[src/rtl/imm_encoder.sv]
// imm_encoder: multi-cycle inverse of the immediate extender (rotate imm8/rot4 or 24-bit branch word offset)
module imm_encoder (
  input  logic        clk,
  input  logic        rst_n,
  input  logic        in_valid,
  output logic        in_ready,
  input  logic [1:0]  imm_src,
  input  logic [31:0] value,
  input  logic [31:0] pc,
  output logic        out_valid,
  input  logic        out_ready,
  output logic [23:0] field,
  output logic        ok,
  output logic [1:0]  imm_src_o
);
  typedef enum logic [1:0] {IDLE, SEARCH, DONE} state_t;
  state_t state, state_d;
  logic [31:0] v, p, t, off;
  logic [3:0] rot_cnt;
  logic [1:0] src;
  logic hit, br_ok, fin, res_ok;
  logic [23:0] res_field;
  assign in_ready = state == IDLE;
  assign out_valid = state == DONE;
  assign imm_src_o = src;
  always_comb begin
    t = 32'(({v, v} << {rot_cnt, 1'b0}) >> 32);
    off = v - (p + 32'd8);
    hit = t[31:8] == 24'd0;
    br_ok = off[1:0] == 2'b00 && (&off[31:25] || ~|off[31:25]);
    fin = src[1] || hit || rot_cnt == 4'hf;
    res_ok = src == 2'b10 ? br_ok : src == 2'b11 ? 1'b0 : hit;
    res_field = !res_ok ? 24'd0 : src[1] ? off[25:2] : {12'd0, rot_cnt, t[7:0]};
    state_d = state == IDLE ? (in_valid ? SEARCH : IDLE) :
              state == SEARCH ? (fin ? DONE : SEARCH) :
              (out_ready ? IDLE : DONE);
  end
  always_ff @(posedge clk or negedge rst_n) begin
    if (!rst_n) begin
      state <= IDLE;
      v <= '0;
      p <= '0;
      src <= '0;
      rot_cnt <= '0;
      field <= '0;
      ok <= 1'b0;
    end else begin
      state <= state_d;
      if (state == IDLE && in_valid) begin
        v <= value;
        p <= pc;
        src <= imm_src;
        rot_cnt <= '0;
      end
      if (state == SEARCH) begin
        if (fin) begin
          field <= res_field;
          ok <= res_ok;
        end else rot_cnt <= rot_cnt + 4'd1;
      end
    end
  end
endmodule

[config.mk]
export PLATFORM = sky130hd
export DESIGN_NAME = imm_encoder
export DESIGN_NICKNAME = d
export VERILOG_FILES = /design/src/rtl/imm_encoder.sv
export SDC_FILE = /design/constraint.sdc
export NUM_CORES = 1
export LEC_CHECK = 0
export ABC_AREA = 1
export CAP_MARGIN = 40
export CORE_MARGIN = 1
export CORE_UTILIZATION = 60
export DETAILED_ROUTE_END_ITERATION = 10
export PLACE_DENSITY = 0.93
export SKIP_LAST_GASP = 1
export SYNTH_ARGS = -nofsm -noshare
export SYNTH_HDL_FRONTEND = slang
export SYNTH_SLANG_ARGS = --single-unit
[constraint.sdc]
create_clock -name clk -period 6.5 [get_ports clk]
set_clock_uncertainty 0.2 [all_clocks]
set_input_delay 0.975 -clock clk [delete_from_list [all_inputs] [get_ports clk]]
set_output_delay 0.975 -clock clk [all_outputs]
set_load 0.1 [all_outputs]
==> results by group, run 1 <==
Floorplanning
  • Die X: 117 um
  • Initial core utilization: 62.3%
  • Core ar.: 12700 um^2
  • Die area: 13700 um^2
  • Die Y: 117 um
  • # IOs: 99
  • Placement Rows: 41

Global route
  • Total gr overflow: 0
  • Pin count of the biggest net entering global routing: 88
  • Total track usage: 37.4%
  • Vias in the first global route: 7654
  • First-pass GRT wire length: 38.2 mm
  • Antenna violations before repair: 0

Job
  • Max capacitance violation total: 0

Clock tree
  • Skew-Pair Late Insertion Delay: 0.36 ns
  • Clock transition at path regs: 0.07 ns
  • CTS tree: built
  • # hold bufs at CTS: 0
  • CTS resizes: 0
  • CTS HTree Levels: 3
  • Root buffer cell: clkbuf_16
  • Max Buffers Root-to-Sink: 2
  • Postcts setup bufs: 0
  • Inserted Clock Buffers: 9
  • Clock Sinks: 97

Setup path
  • Crit path cell chain: inv_1, ha_1, inv_1, ha_1, inv_1, fa_1, inv_1, nand2_1, nand2_1, nand3_1, nand2_1, nand2_1, nand3_1, nand2_1, nand2_1, nand3_1, nor2_1, nand2_1, nand2_1, nand2_1, nand2_1, nand3_1, nand2_1
  • Startpoint types: flip-flop
  • Crit-path max FO: 25
  • CP max stage delay: 0.62 ns
  • Arrival @ worst endpoint: between 4 and 5 ns
  • CP Class: flip-flop to flip-flop
  • Crit path capture type: flip-flop
  • Most used cell along the critical path: nand2_1
  • Slowest stage cell, crit path: nand2_1
  • R2r setup slk: about 2.5 ns
  • Required time of the critical path: 6.59 ns

Placement
  • DP HPWL: around 19 mm
  • Port bufs: 98
  • Routability congestion estimate: 1.01

Synth
  • Yosys warns: 0
  • Post-synth design cell area: 7920 um^2
  • Register area share after synthesis: a little under a third
  • Synth Register Bits: 97
  • Net Count, Synth: ~1300
  • Syn Inst Count: 1195
  • Syn Area/Cell: 6.63 um^2
  • Synth cell types: 36

Route
  • DR WL/cell: between 15 and 20 um
  • Wire length on met1: between 9 and 10 mm
  • 1st-pass router iterations: 6
  • DR WL met3: 2.28 mm
  • DRC viols: 0
  • Vias per cell: 5.55
  • Post-Route WL: 23.8 mm
  • Initial DRC count: 919
  • Post-route ant nets: 0
  • Top Layer Used: met4
  • DR vias: 8191
  • Total length of routed met2 wires: 11.0 mm

STA
  • # setup viols final: 0
  • Maximum clock rate: 250 MHz
  • Final hold violation count: 0
  • Setup TNS: 0 ns
  • Fin crit period: 4.00 ns
  • Tcrit/Tclk final: about three fifths
  • RSZ-0062 raised after global routing: false
  • Final Max Slew Viols: 0
  • Worst relative slew slack: 45.8%
  • Worst-Margin Slew: 0.807 ns

Layout
  • Share of cells above drive strength 1: ~7.5%
  • Final Net Count: 1433
  • Fillers: 962
  • Storage element area: 2430 um^2
  • Area of the multi-input gates: 4520 um^2
  • N_diodes: 0
  • Most common cell after layout, fill and taps aside: nand2_1
  • Area Overhead vs Synth: 22.3%
  • Most frequent cells in the layout: nand2_1 (409), inv_1 (196), nor2_1 (107), clkdlybuf4s50_1 (97), dfrtp_1 (96)

Status
  • Run status: finished, final reports clean

Min path
  • Worst hold path class: flip-flop to flip-flop
flip-flops by register name, summed over array words and instances, names as in the netlist:
register	flops
p	32
v	32
field	24
rot_cnt	4
imm_src_o	2
state	2
ok	1
final timing paths:
path / startpoint / end / cells after the start
min: field[18] / field[18] / 2
max: v[0] / field[13] / 23
max reg2reg: v[0] / field[13] / 23
max in group asynchronous: rst_n / rot_cnt[0] / 2
min in group asynchronous: rst_n / p[2] / 1
min reg2reg: field[18] / field[18] / 2
metal layers:
layer | global-route usage, % | up-vias
li1 | - | 3938
met1 | 47.4 | 3718
met4 | 18.1 | 0
met3 | 8.08 | 88
met2 | 60.7 | 447
met5 | 0 | -
synthesized netlist by cell type, drive strengths merged:
cell	count	share of area, %
nor2	108	5.1
a32o	1	0.13
o21a	1	0.095
o21ai	74	4.8
ha	62	9.8
or2	4	0.32
a31o	2	0.22
dfrtp	97	31
nand2	410	19
a221oi	7	0.77
a21oi	66	4.3
fa	1	0.25
nand3b	1	0.095
and2	1	0.079
nand3	57	3.7
clkinv	1	0.047
buf	18	2.0
xor2	10	1.1
inv	199	9.5
clkbuf	19	0.90
nor3	2	0.13
mux2i	3	0.38
a31oi	4	0.32
mux2	32	4.5
xnor2	5	0.55
nand4	7	0.55
o21bai	3	0.28
worst max-delay path, delay by kind of cell, from the launching register on:
family                   cells  cell delay (ns)
AND/OR/NAND/NOR             16             2.22
adder cells (fa/ha/maj)      3             0.83
flip-flops                   1             0.35
buffers and inverters        4             0.32
cell families (layout without fill, tap and decap cells):
logic type | count (synthesis) | count (layout) | share of synthesized area [%]
xor+xnor | 15 | 15 | 1.66
buf+inv | 237 | 347 | 12.4
flops | 97 | 97 | 30.6
mux | 35 | 35 | 4.93
fa+ha+maj | 63 | 63 | 10.0
compound gates | 158 | 158 | 10.9
simple gates | 590 | 590 | 29.4
cell type report:
class / instances / share of cell area [%]
multi-input cells: 861 / 46.7
well taps: 172 / 2.22
clock buffers: 12 / 2.65
repair buffers: 131 / 15.2
inverters: 200 / 7.78
flip-flops and latches: 97 / 25.1
clock inverters: 4 / 0.349
per-stage QoR:
stage	util [%]	cells	setup slack (ns)	area, um^2	hold slack (ns)
after floorplan	-	1195	3.54	7920	0.284
after global placement	70.1	1430	2.76	8910	0.256
after detailed placement	73.8	1461	2.62	9400	0.266
after CTS	76.1	1477	2.60	9690	0.284
after global routing	76.1	1477	2.20	9690	0.306
final	76.1	1477	2.50	9690	0.284
Power of run 1 is left out: the tool's default activity adds up to more than one toggle a clock period on the data nets, which glitch-free logic cannot reach.
==> run 2, diff against run 1 <==
--- a/config.mk
+++ b/config.mk
@@ -8,9 +8,9 @@
 export ABC_AREA = 1
 export CAP_MARGIN = 40
 export CORE_MARGIN = 1
-export CORE_UTILIZATION = 60
+export CORE_UTILIZATION = 57
 export DETAILED_ROUTE_END_ITERATION = 10
-export PLACE_DENSITY = 0.93
+export PLACE_DENSITY = 0.9
 export SKIP_LAST_GASP = 1
 export SYNTH_ARGS = -nofsm -noshare
 export SYNTH_HDL_FRONTEND = slang
==> constraint.sdc (replaced) <==
create_clock -name clk -period 3.7 [get_ports clk]
set_clock_uncertainty 0.2 [all_clocks]
set_input_delay 0.555 -clock clk [delete_from_list [all_inputs] [get_ports clk]]
set_output_delay 0.555 -clock clk [all_outputs]
set_load 0.1 [all_outputs]
==> results by group, run 2 (synthesis results as in run 1) <==
Status
  • Run status: finished, final reports clean

Setup path
  • Reg-to-Reg End: field[11]
  • Most used cell along the critical path: nand2_1
  • CP max stage delay: 0.39 ns (-0.23 ns)
  • R2r startpoint: v[1]
  • Required time of the critical path: 3.79 ns (-2.80 ns)
  • Arrival @ worst endpoint: 3.47 ns (-0.63 ns)
  • Crit-path max FO: 25 (unchanged)
  • R2r setup slk: 0.32 ns (-2.17 ns)
  • CP Class: flip-flop to flip-flop
  • R2R depth: 22 (-4.3%)
  • Crit path cell chain: ha_1, ha_2, inv_1, fa_1, inv_1, nand2_1, nand2_1, nand3_1, nand2_2, nand2_1, nand3_1, nand2_1, nand2_1, nand3_1, nor2_1, nand2_1, nand2_1, nand2_1, nand2_1, buf_8, nand3_1, nand2_1
  • Startpoint types: flip-flop
  • Slowest stage cell, crit path: dfrtp_1
  • Crit path capture type: flip-flop

Layout
  • Top Registers: p: 32 flops, v: 32 flops, field: 24 flops
  • Non-filler cells, final: 1483 (+0.41%)
  • Area Overhead vs Synth: 22.9%
  • Most common cell after layout, fill and taps aside: nand2_1
  • Storage element area: 2430 um^2 (unchanged)
  • N_diodes: 0 (unchanged)
  • Fillers: 1072 (+11%)
  • Share of cells above drive strength 1: 8.03% (+0.52 points)
  • Design Area, Final: 9740 um^2 (+0.52%)
  • Most frequent cells in the layout: nand2_1 (408), inv_1 (196), nor2_1 (106), dfrtp_1 (96), clkdlybuf4s50_1 (95)
  • Area of the multi-input gates: 4530 um^2 (+0.17%)
  • Final Net Count: 1435 (+0.14%)
  • Layout Utilization: 72.7% (-3.5 points)

Route
  • Post-route ant nets: 0 (unchanged)
  • Vias per cell: 5.33 (-3.9%)
  • Initial DRC count: 688 (-25%)
  • DR WL/cell: 15.1 um (-6.0%)
  • 1st-pass router iterations: 5 (-1)
  • DR vias: 7907 (-3.5%)
  • Post-Route WL: 22.4 mm (-5.7%)
  • DRC viols: 0 (unchanged)

Global route
  • GR Util met1: 44.8% (-2.6 points)
  • Met3 usage: 4.90% (-3.2 points)
  • M2 GR Usage: 55.1% (-5.6 points)
  • Pin count of the biggest net entering global routing: 62 (-30%)
  • First-pass GRT wire length: 37.0 mm (-3.2%)
  • Vias in the first global route: 7553 (-1.3%)
  • GRT Max-Usage Layer: met2
  • Antenna violations before repair: 0 (unchanged)
  • Total gr overflow: 0 (unchanged)
  • Total track usage: 33.5% (-3.8 points)

Floorplanning
  • Die X: 120 um (+2.6%)
  • Core ar.: 13400 um^2 (+5.3%)
  • Initial core utilization: 59.1% (-3.2 points)
  • Die area: 14400 um^2 (+5.2%)
  • Placement Rows: 42 (+2.4%)
  • # IOs: 99 (unchanged)
  • Die Y: 120 um (+2.6%)

STA
  • Final Max Slew Viols: 0 (unchanged)
  • Setup WS post-layout: 0.324 ns (-2.17 ns)
  • Worst relative slew slack: 46.4% (+0.63 points)
  • Worst-Margin Slew: 0.797 ns (-0.00938 ns)
  • # setup viols final: 0 (unchanged)
  • Final hold violation count: 0 (unchanged)
  • Fin crit period: 3.38 ns (-0.626 ns)
  • Maximum clock rate: 296 MHz (+19%)
  • Tcrit/Tclk final: 91.3% (+30 points)

Placement
  • DP Worst Slack: 0.237 ns (-2.38 ns)
  • Inst Count DP: 1467 (+0.41%)
  • Dpl cell area: 9400 um^2 (about the same)
  • DP HPWL: 18.1 mm (-4.7%)
  • Port bufs: 98 (unchanged)
  • Routability congestion estimate: 0.979 (-2.8%)

Clock tree
  • Max Buffers Root-to-Sink: 2 (unchanged)
  • CTS tree: built
  • CTS HTree Levels: 3 (unchanged)
  • Clock Sinks: 97 (unchanged)
  • Skew-Pair Late Insertion Delay: 0.37 ns (about the same)
  • # hold bufs at CTS: 0 (unchanged)
  • Clock transition at path regs: 0.07 ns (about the same)
  • Root buffer cell: clkbuf_16
  • Inserted Clock Buffers: 9 (unchanged)

Job
  • Max capacitance violation total: 0 (unchanged)

Min path
  • Worst hold path class: input port to asynchronous set/reset pin
run 2: cell types whose count changed in the layout (fill, tap and decap cells not counted), moves of 2 or more:
cell and delta:
bufinv_16 +2, clkdlybuf4s50_1 -2, buf_12 +2, clkbuf_8 -2
buf_4 +4
run 2: layout make-up:
type                       count  area share [%]
tap                          176            2.26
inverter                     200            7.74
multi-input combinational    861            46.5
clock inverter                 6           0.938
clock buffer                  10            2.35
sequential                    97            24.9
timing repair buffer         133            15.2
run 2: per-layer routing:
layer | up-vias | part of all wire (%)
met4 | 0 | 2.9
li1 | 3953 | -
met5 | - | 0
met1 | 3556 | 43
met2 | 343 | 46
met3 | 55 | 7.6
run 2: metrics by stage:
stage	setup TNS, ns	hold slack, ns
floorplan	0	0.0594
global placement	0	0.253
detailed placement	0	0.272
CTS	0	0.0287
global route	-0.0000617	0.0587
finish	0	0.00887
run 2: how the worst max path moves through the flow:
stage | cells past startpoint | endpoint | slack, ns | start
finish | 22 | field[11] | 0.32 | v[1]
global route | 22 | field[11] | -0.00006 | v[1]
CTS | 22 | field[11] | 0.23 | v[1]
detailed placement | 22 | field[11] | 0.24 | v[1]
global placement | 22 | field[2] | 0.35 | v[1]
floorplan | 5 | p[10] | 0.74 | state[0]
run 2: worst max-delay path, delay by kind of cell, from the launching register on:
family / cells / cell delay [ns]
adders and majority gates: 3 / 0.89
buffers and inverters: 3 / 0.36
DFF: 1 / 0.39
and+or+nand+nor: 16 / 1.47
run 2: timing repair:
action                                  CTS  global route
hold endpoints to repair                  0             0
resized for setup                         0             5
endpoints found under the setup margin    0            25
setup buffers                             0             0
Power of run 2 is left out for the same reason.
==> run 3, diff against run 2 <==
--- a/config.mk
+++ b/config.mk
@@ -7,7 +7,6 @@
 export LEC_CHECK = 0
 export ABC_AREA = 1
 export CAP_MARGIN = 40
-export CORE_MARGIN = 1
 export CORE_UTILIZATION = 57
 export DETAILED_ROUTE_END_ITERATION = 10
 export PLACE_DENSITY = 0.9
==> results of run 3 <==
The final DEF is identical to that of run 2; final timing and power are the same.
Power of run 3 is left out for the same reason.
